$ cat config.mk
export PLATFORM = sky130hd
export DESIGN_NAME = stream_fifo
export DESIGN_NICKNAME = d
export VERILOG_FILES = /design/src/rtl/stream_fifo.sv
export SDC_FILE = /design/constraint.sdc
export NUM_CORES = 1
export LEC_CHECK = 0
export ABC_AREA = 0
export CAP_MARGIN = 20
export CORE_MARGIN = 1.5
export CORE_UTILIZATION = 55
export CTS_CLUSTER_SIZE = 16
export DETAILED_ROUTE_END_ITERATION = 7
export PLACE_DENSITY = 0.78
export SYNTH_ARGS = -nofsm -noshare
export SYNTH_HDL_FRONTEND = slang
export SYNTH_SLANG_ARGS = --single-unit
$ cat constraint.sdc
create_clock -name clk -period 2.6 [get_ports clk]
set_input_delay 0.39 -clock clk [delete_from_list [all_inputs] [get_ports clk]]
set_output_delay 0.39 -clock clk [all_outputs]
set_load 0.01 [all_outputs]
$ cat src/rtl/stream_fifo.sv
// Multi-entry valid/ready stream FIFO with tlast framing, occupancy, almost-full and synchronous flush.
// Every output is a register; no input reaches an output combinationally.
module stream_fifo #(
  parameter int BITS        = 32,
  parameter int DEPTH       = 4,
  parameter int ALMOST_FULL = DEPTH - 1,
  parameter int LEVEL_W     = $clog2(DEPTH + 1)
) (
  input  logic               clk,
  input  logic               rst,
  input  logic               flush,
  input  logic               recv_tvalid,
  output logic               recv_tready,
  input  logic [BITS-1:0]    recv_tdata,
  input  logic               recv_tlast,
  output logic               send_tvalid,
  input  logic               send_tready,
  output logic [BITS-1:0]    send_tdata,
  output logic               send_tlast,
  output logic [LEVEL_W-1:0] level,
  output logic               almost_full
);

  localparam int PTR_W = $clog2(DEPTH);

  logic [BITS:0]        mem_q [DEPTH];
  logic [PTR_W-1:0]     wr_ptr_q, wr_ptr_d;
  logic [PTR_W-1:0]     rd_ptr_q, rd_ptr_d;
  logic [LEVEL_W-1:0]   level_q, level_d;
  logic [BITS:0]        head_q, head_d;
  logic                 rdy_q, rdy_d;
  logic                 vld_q, vld_d;
  logic                 af_q, af_d;
  logic                 push, pop;

  assign push = recv_tvalid & rdy_q;
  assign pop  = vld_q & send_tready;

  always_comb begin
    wr_ptr_d = wr_ptr_q;
    rd_ptr_d = rd_ptr_q;
    level_d  = level_q;
    head_d   = head_q;
    if (flush) begin
      wr_ptr_d = '0;
      rd_ptr_d = '0;
      level_d  = '0;
    end else begin
      if (push) wr_ptr_d = wr_ptr_q + PTR_W'(1);
      if (pop)  rd_ptr_d = rd_ptr_q + PTR_W'(1);
      level_d = level_q + LEVEL_W'(push) - LEVEL_W'(pop);
      // The head register mirrors mem[rd_ptr]; incoming word bypasses when it becomes the head.
      if (push && ((level_q == '0) || (pop && (level_q == LEVEL_W'(1)))))
        head_d = {recv_tlast, recv_tdata};
      else if (pop && (level_q > LEVEL_W'(1)))
        head_d = mem_q[rd_ptr_d];
    end
    vld_d = (level_d != '0);
    rdy_d = (level_d < LEVEL_W'(DEPTH));
    af_d  = (level_d >= LEVEL_W'(ALMOST_FULL));
  end

  always_ff @(posedge clk) begin
    if (push && !flush) mem_q[wr_ptr_q] <= {recv_tlast, recv_tdata};
  end

  always_ff @(posedge clk or posedge rst) begin
    if (rst) begin
      wr_ptr_q <= '0;
      rd_ptr_q <= '0;
      level_q  <= '0;
      head_q   <= '0;
      rdy_q    <= 1'b0;
      vld_q    <= 1'b0;
      af_q     <= 1'b0;
    end else begin
      wr_ptr_q <= wr_ptr_d;
      rd_ptr_q <= rd_ptr_d;
      level_q  <= level_d;
      head_q   <= head_d;
      rdy_q    <= rdy_d;
      vld_q    <= vld_d;
      af_q     <= af_d;
    end
  end

  assign recv_tready = rdy_q;
  assign send_tvalid = vld_q;
  assign send_tdata  = head_q[BITS-1:0];
  assign send_tlast  = head_q[BITS];
  assign level       = level_q;
  assign almost_full = af_q;

endmodule

# == Yosys cells after proc, flatten, opt, wreduce, memory -nomap -nowiden ==
# Memory sizes are Yosys's and may differ from the RTL's.
# Cells that the tools add are included.
# word_totals
ff_bits,43
ram_bits,132
in_bits,38
out_inout_bits,39
elab_cells,40
mem_count,1
# mem_list
name,words,width,rd,rd_ports_with_merged_regs,write_ports,line_no,text
mem_q,4,33,1,0,1,26,logic [BITS:0] mem_q [DEPTH];
# classes
add_sub_neg,4
magnitude_cmp,3
eq_ne,1
mux,10
n_bitwise,3
reduce_logical,11
# ops
op,n
2-to-1 mux 33 bit,2
2-to-1 mux 2 bit,5
adder 2 x 1 -> 2 bit (second input constant),2
logical AND 1 bit,4
nonzero test 2 bit,2
adder 3 x 1 -> 3 bit,1
equality test 3 x 1 -> 1 bit (second input constant),1
greater-or-equal comparator 3 x 2 -> 1 bit (second input constant),1
greater-than comparator 3 x 1 -> 1 bit (second input constant),1
zero test 3 bit,1
less-than comparator 3 bit (second input constant),1
2-to-1 mux 3 bit,1
nonzero test 3 bit,1
subtractor 3 x 1 -> 3 bit,1
bitwise AND 1 bit,2
2-to-1 mux 1 bit,2
AND reduction 2 bit,1
zero test 1 bit,1
logical OR 1 bit,1
NOT 1 bit,1

# == Logic depth before layout (Yosys ltp) ==
# depth
ltp_word,6
mapped_depth,9
depth_no_buf,9

# == Worst setup path before layout ==
# OpenSTA, ideal clock, no wires.
# synth_path
kind,input to register
start,input flush
end,"memory mem_q[0][0] (netlist bit), enable pin"
setup_ps,393
arrival_time_ps,1566
t_required_ps,2207
slack_ps,640
stages,3
n_path_buf,1
cell_sequence,clkbuf_1 > nor2_1 > and2_1
# synth_via
elab_chain_len,4
# synth_lines
element,line_no,text
"start, declared",11,"input logic flush,"
zero test 1 bit,64,"if (push && !flush) mem_q[wr_ptr_q] <= {recv_tlast, recv_tdata};"
logical AND 1 bit,64,
2-to-1 mux 1 bit,64,
2-to-1 mux 1 bit (implied by the code),64,
"end, declared",26,
# No other way between the ends.

# == Worst setup path after layout ==
# layout_path
start,register vld_q (netlist: send_tvalid)
end,register vld_q (netlist: send_tvalid)
# layout_via
elab_chain_len,4
# layout_lines
element,line_no,text
"start, declared",32,"logic vld_q, vld_d;"
"start signal, assigned",82,vld_q <= vld_d;
bitwise AND 1 bit,37,assign pop = vld_q & send_tready;
subtractor 3 x 1 -> 3 bit,51,level_d = level_q + LEVEL_W'(push) - LEVEL_W'(pop);
2-to-1 mux 3 bit,44,if (flush) begin
net level_d[2],29,"logic [LEVEL_W-1:0] level_q, level_d;"
nonzero test 3 bit,58,vld_d = (level_d != '0);
net vld_d,32,
# The timed path passes the listed nets, and every way through them passes these cells.
# A chain may end at the register's enable or synchronous reset.

==> flow_metrics.tcl <==
set metrics [dict create \
    finalHoldViolCount 0 \
    die-area_um2 14300 \
    diodes 0 \
    gp_congestion 0.763 \
    finalPower_w 0.00935 \
    mostFrequentLayoutCells "edfxtp_1, mux2i_1, clkdlybuf4s50_1" \
    grt_pass1_vias 4853 \
    synth_seq_cells 175 \
    clock.fmax_mhz 464 \
    cts.sinks 175 \
    io_pins 77 \
    clock_path_buffers 2 \
    synthToLayoutAreaGrowth_pct 22.8 \
    skew_ps 7.93 \
    grt_pass1_wl_mm 25.4 \
    coreArea_um2 13300 \
    timing.final.crit_share 0.829 \
    timing.final.max_slew_violations 0 \
    tightest_slew_ps 543 \
    status "finished clean" \
    drt-initial-drc-count 406 \
    post-cts-setup-buffers 0 \
    path_clk_slew_ps 70 \
    syn-num-nets 569 \
    yosys_most_used_dff "edfxtp_1" \
    final_nets 652 \
    final_common_cell "edfxtp_1" \
    whs_ps 337 \
    maxCapViolCount 0 \
    initial_core_util 0.564 \
    hold_buffers 0 \
    port-buffer-count 76 \
    detail-route-antenna-nets 0 \
    critical_path.startpoint_type "flip-flop" \
    drive_above_1_share 0.107 \
    die_h_um 120 \
    viasPerCell 5.96 \
    place_area_um2 8600 \
    relSlewSlack 0.638 \
    ys_types 27 \
    setup_tns_ps 0 \
    p_leak_nw 3.10 \
    ys_warn_count 0 \
    overflow 0 \
    final_area_um2 9220 \
    cts-root-buf "clkbuf_16" \
    cpPeakStageDelay_ps 480 \
    drt_wl_total_mm 16.1 \
    crit_type "flip-flop to flip-flop" \
    grt_use_total 0.236 \
    cp_num_buf_inv 1 \
    cts_tree "yes" \
    dp_hpwl_mm 9.59 \
    cts_resized 0 \
    synthCells 523 \
    arrival_ps 2460 \
    grt_max_degree 53 \
    min_path_type "input pin to async pin" \
    nFillCells 893 \
    cts_max_level 4 \
    ys_seq_area_frac 0.672 \
    synth.avg_cell_area_um2 14.3 \
    cp_top_family "simple AND/OR/NAND/NOR gates" \
    dr.pass1.iters 6 \
    numCtsBuffers 17 \
    syn-cell-area_um2 7500 \
    critPathSlowestCell "dfrtp_1" \
    final_util 0.693 \
    async_flop_share 0.246 \
    synth_edf_count 132 \
    antenna_found_initial 0 \
    setup_violations 0 \
    worstPathCellList "nand2_2 -> xor2_1 -> ha_1 -> inv_1 -> fa_1 -> xnor2_1 -> nor2_1 -> or3_1" \
    critPathMaxFanout 5 \
    rows 42 \
    vdd_ir_drop_max_uv 583 \
    grt_setup_unrepaired "false" \
    worstPathRequired_ps 2910 \
    power_density_nw_per_um2 1020 \
    cp-end-kind "flip-flop" \
    remaining_drc_errors 0 \
    wire_per_inst_um 20.3 \
    finalCriticalPeriod_ps 2160 \
    vias 4736 \
    die_w_um 120 \
    clock_latency_ps 430 \
]
-- registers in the layout, summed over array words and instances (netlist names) --
name         flops
head_q          33
recv_tready      1
rd_ptr_q         2
level            3
wr_ptr_q         2
send_tvalid      1
almost_full      1
mem_q          132
-- metal layers --
metal  track usage  part of all wire  vias to the layer above
li1              -                 -                     2176
met4        0.0707             0.016                        0
met5             0                 0                        -
met2         0.408              0.52                      150
met3        0.0599             0.052                       26
met1         0.293              0.41                     2384
-- power by group --
part	internal, W	leakage [nW]	switching [W]
Sequential	0.00344	1.68	0.000286
Combinational	0.00143	1.12	0.00158
Clock	0.00159	0.293	0.00102
Total	0.00646	3.10	0.00289
-- worst paths after layout --
check	startpoint	to	slack, ps	cells past startpoint
max	send_tvalid$_DFF_PP0_	send_tvalid$_DFF_PP0_	440	8
min	rst	head_q[10]$_DFFE_PP0P_	340	2
max reg2reg	send_tvalid$_DFF_PP0_	send_tvalid$_DFF_PP0_	440	8
min reg2reg	head_q[12]$_DFFE_PP0P_	head_q[12]$_DFFE_PP0P_	520	2
max in group asynchronous	rst	rd_ptr_q[1]$_DFF_PP0_	1600	3
min in group clk	head_q[12]$_DFFE_PP0P_	head_q[12]$_DFFE_PP0P_	520	2
-- synthesized netlist by cell type (2+ instances only) --
| master | n | share of area |
|---|---|---|
| nand2_1 | 5 | 0.0025 |
| mux2i_1 | 99 | 0.13 |
| nand2_2 | 2 | 0.0017 |
| clkbuf_1 | 12 | 0.0060 |
| a21oi_1 | 69 | 0.046 |
| nor2b_1 | 2 | 0.0017 |
| buf_2 | 20 | 0.013 |
| inv_1 | 7 | 0.0035 |
| and2_1 | 4 | 0.0033 |
| ha_1 | 7 | 0.012 |
| dfrtp_1 | 43 | 0.14 |
| a22oi_1 | 64 | 0.064 |
| buf_4 | 4 | 0.0040 |
| xnor2_1 | 4 | 0.0047 |
| edfxtp_1 | 132 | 0.53 |
| nor2_1 | 38 | 0.019 |
-- kinds of logic (layout without fill, tap and decap cells) --
group                      count (synthesis)  count (layout)  synth area share
DFF                                      175             175             0.672
AOI/OAI and AO/OA                        138             138             0.118
muxes                                     99              99             0.132
and+or+nand+nor                           55              55            0.0314
buffers and inverters                     43             139            0.0269
adders and majority gates                  8               8            0.0143
xor gates and xnor gates                   5               5           0.00584
-- metrics by stage --
step	instances	setup WS [ps]
final	795	444
after global routing	795	271
after CTS	795	445
after detailed placement	763	69.8
after global placement	763	160
after floorplan	523	640
-- final cells by class --
type / count / area [um2] / area share
clock inverter: 9 / 133 / 0.0144
clock buffer: 23 / 478 / 0.0519
multi-input combinational: 305 / 2290 / 0.248
timing repair buffer: 100 / 1030 / 0.112
tap: 176 / 220 / 0.0239
sequential: 175 / 5040 / 0.547
inverter: 7 / 26.3 / 0.00285
(Power assumes the default switching activity.)
==> edit 1: new RTL, same flow settings <==
The parameter `DEPTH` goes from 4 to 8.
--- a/src/rtl/stream_fifo.sv
+++ b/src/rtl/stream_fifo.sv
@@ -2,7 +2,7 @@
 // Every output is a register; no input reaches an output combinationally.
 module stream_fifo #(
   parameter int BITS        = 32,
-  parameter int DEPTH       = 4,
+  parameter int DEPTH       = 8,
   parameter int ALMOST_FULL = DEPTH - 1,
   parameter int LEVEL_W     = $clog2(DEPTH + 1)
 ) (
Interface: changed (resized level); port bits go from 77 to 78. The function was not compared with the original's and may differ.
==> edit 1 against the original RTL <==
- combinational power is 33% higher
- via count rose by 53%
- sequential power increased by 64%
- sequential share of layout area grew 6.0 points
- total power increased by 55%
- worst setup slack worse by 0.23 ns
- first-iteration DRC count increased by 64%
- area after synthesis is 63% higher
- wire length increased by 74%
- design area up 62%
- non-clock buffer count grew 33
- sequential cell count up 135
- count of clock-buffer cells in the layout grew 17
==> edit 1: results (changes against the original RTL) <==
| Metric | Value |
|---|---|
| Most frequent cells after synthesis | edfxtp_1 (264), nor2_1 (63), a211oi_1 (60), and3_1 (60), dfrtp_1 (46) |
| DR vias | 7,230 (+53%) |
| Dpl cell area | 0.0139 sq mm (+62%) |
| First-pass GRT wire length | 44,000 um (+73%) |
| Port Buffers | 77 (+1.3%) |
| Clock buf count | 40 (+74%) |
| CTS buffer count | 30 (+13) |
| WL per Instance | 24.3 um (+20%) |
| Share of layout cells above drive strength 1 | 0.178 (+0.0709) |
| R2R setup slack | 0.21 ns (-0.23 ns) |
| Vias in the first global route | 7,732 (+59%) |
| Met2 WL | 14,200 um (+70%) |
| Crit-path max FO | 6 (+1) |
| CP arrival | 2.80 ns (+0.34 ns) |
| Non-clk bufs | 133 (+33%) |
| DRT Pass-1 Iters | 4 (-2) |
| Clock sink count | 310 (+77%) |
| Netlist cell types | 40 (+48%) |
| Sequential power | 0.00613 W (+64%) |
| Multi-In Gates | 370 (+21%) |
| HPWL after detailed placement | 16,000 um (+67%) |
| Peak VDD IR | 0.636 mV (+9.0%) |
| Seq/Total Area, Yosys | 0.742 (+0.0699) |
| Worst Max-Slew Pin Slew | 0.628 ns (+0.0850 ns) |
| Asr flop ratio synth | 0.148 (-0.0973) |
| Crit-path max cell delay | 0.53 ns (+0.05 ns) |
| Fill cells | 1,376 (+54%) |
| Tot GR Track Use | 0.249 (+0.0131) |
| Non-CTS inverters | 6 (-1) |
| Worst slack, placed | -0.148 ns (-0.218 ns) |
| Syn_nets | 783 (+38%) |
| Routability congestion estimate | 0.745 (-2.3%) |
| Synth area leaders | edfxtp_1 (65%), dfrtp_1 (9.4%), mux4_2 (6.6%), a211oi_1 (3.7%), and3_1 (3.1%) |
| Fin Hold WS | 0.243 ns (-0.0939 ns) |
| Total Nets Final | 897 (+38%) |
| Vias/cell | 6.27 (+5.3%) |
| Non-clock buffer share | 0.101 (-0.0111) |
| Combinational Power Share | 0.277 (-0.046) |
| Post-layout minimum cycle time | 2.39 ns (+0.232 ns) |
| Htree depth | 1 (-3) |
| CTS Buffer Depth | 3 (+1) |
| Mean post-synth cell area | 16.6 sq um (+16%) |
| Cell count after placement | 1,099 (+44%) |
| Largest register FFs | 264 (+100%) |
| Outcome | finished, final reports clean |
| Clk cell area share | 0.0676 (+0.00132) |
| M1 WL | 10,900 um (+64%) |
| Leakage | 5.20 nW (+68%) |
| EDFF count, synth | 264 (+100%) |
| Seq area share | 0.607 (+0.0596) |
[edit 1: changes by cell type after synthesis, moves of 25 or more]
| cell | delta |
|---|---|
| mux4_2 | +36 |
| and3_1 | +59 |
| nor2_1 | +25 |
| edfxtp_1 | +132 |
| o21ai_0 | +26 |
| a211oi_1 | +60 |
| a22oi_1 | -46 |
| clkbuf_1 | +25 |
| mux2i_1 | -98 |
| a21oi_1 | -30 |
[edit 1: routing by layer]
metal | track usage | vias up
met4 | 0.0809 | 0
met2 | 0.418 | 343
met1 | 0.338 | 3668
met5 | 0 | -
li1 | - | 3163
met3 | 0.0390 | 56
[edit 1: cells by family after synthesis]
family | count (synthesis) | share of synthesized area
fa+ha+maj | 8 | 0.00879
mux | 37 | 0.0671
xor+xnor | 6 | 0.00429
compound gates | 170 | 0.0955
buf+inv | 57 | 0.0217
simple gates | 149 | 0.0610
flops | 310 | 0.742
==> edit 2: new RTL, same flow settings <==
Without the edit above. Reset style: synchronous (`rst`), changed in one clocked block.
--- a/src/rtl/stream_fifo.sv
+++ b/src/rtl/stream_fifo.sv
@@ -64,7 +64,7 @@
     if (push && !flush) mem_q[wr_ptr_q] <= {recv_tlast, recv_tdata};
   end
 
-  always_ff @(posedge clk or posedge rst) begin
+  always_ff @(posedge clk) begin
     if (rst) begin
       wr_ptr_q <= '0;
       rd_ptr_q <= '0;
Check against the original RTL: differs if rst is asserted again (counterexample within 4 cycles, from zero or initial values and one cycle with rst high); with rst held inactive, the same outputs for 4 cycles.
==> edit 2 against the original RTL <==
- sequential cell count unchanged
- worst setup slack better by 0.086 ns
- design area down 7.5%
- synthesized cell count fell by 26%
- register-to-register slack improved by 0.12 ns
- area after synthesis fell by 7.6%
- non-clock buffer count fell by 5
- wire length fell by 13%
Power is not compared: it rests on default switching activity, and its combinational part moved more than twofold at a synthesized area within 25%.
==> edit 2: results (changes against the original RTL) <==
| Metric | Value |
|---|---|
| Clock buf count | 20 (-13%) |
| Worst Max-Slew Pin Slew | 0.965 ns (+0.422 ns) |
| Outcome | finished, final reports clean |
| Most frequent cells after synthesis | edfxtp_1 (132), dfxtp_1 (43), a21oi_1 (35) |
| Netlist cell types | 32 (+19%) |
| Met3 Resource Use GR | 0.0680 (+0.00812) |
| Worst reg2reg startpoint | level[1]$_SDFF_PP0_ |
| Iteration-0 DRC count of the detailed router | 262 (-35%) |
| Routability congestion estimate | 0.790 (+3.5%) |
| Non-clk bufs | 95 (-5.0%) |
| Xor/xnor cell area share of the yosys netlist | 0.00632 (+0.000478) |
| Largest net degree at the start of global routing | 34 (-36%) |
| WL per Instance | 21.5 um (+6.3%) |
| Synth area leaders | edfxtp_1 (57%), dfxtp_1 (12%), mux4_2 (11%), a211oi_2 (5.4%), a22oi_1 (3.6%) |
| R2R setup slack | 0.56 ns (+0.12 ns) |
| Worst EP required | 2.94 ns (+0.03 ns) |
| Reg2reg path depth | 4 (-4) |
| Register area | 0.00483 sq mm (-4.3%) |
| Syn_nets | 433 (-24%) |
| Post-Syn Instances | 387 (-26%) |
| Met1 Use GR | 0.294 (+0.000596) |
| CP arrival | 2.41 ns (-0.05 ns) |
| Total Routed Length | 14,000 um (-13%) |
| Fill cells | 810 (-9.3%) |
| Setup crit end | head_q[26]$_SDFFE_PP0P_ |
| Cell count after placement | 620 (-19%) |
| DR vias | 3,919 (-17%) |
| Clk cell area share | 0.0681 (+0.00183) |
| Tot GR Track Use | 0.228 (-0.00788) |
| DRT Pass-1 Iters | 5 (-1) |
| Asr flop ratio synth | 0 (-0.246) |
| First-pass GRT wire length | 21,800 um (-14%) |
| Post-synthesis mux area share | 0.107 (-0.0249) |
| Fin Hold WS | 0.459 ns (+0.122 ns) |
| Vias in the first global route | 4,110 (-15%) |
| Crit-path max FO | 33 (+28) |
| HPWL after detailed placement | 8170 um (-15%) |
[edit 2: cell count changes after synthesis, sizes merged, moves of 4 or more]
cell and delta:
nand2 -4, dfxtp +43, dfrtp -43, mux4 +33, a211oi +33, a22oi -31, nor2 -28, mux2i -99
a21oi -34, clkbuf -6
[edit 2: where the power goes]
part	switching [W]	internal (W)	leakage, nW
sequential	0.0000347	0.00307	1.54
combinational	0.000264	0.000228	0.823
clock	0.000972	0.00150	0.278
total	0.00127	0.00479	2.65
[edit 2: critical path, stage by stage]
cell and delay (ns):
clkdlybuf4s50_1 0.48, nand4bb_2 0.20, nor2b_4 0.82, a22oi_1 0.24
a211oi_2 0.27
[edit 2: routing by layer]
metal / vias up / wire [um]
met3: 11 / 1060
met1: 2008 / 5760
met4: 0 / 139
met5: - / 0
li1: 1733 / -
met2: 167 / 7080
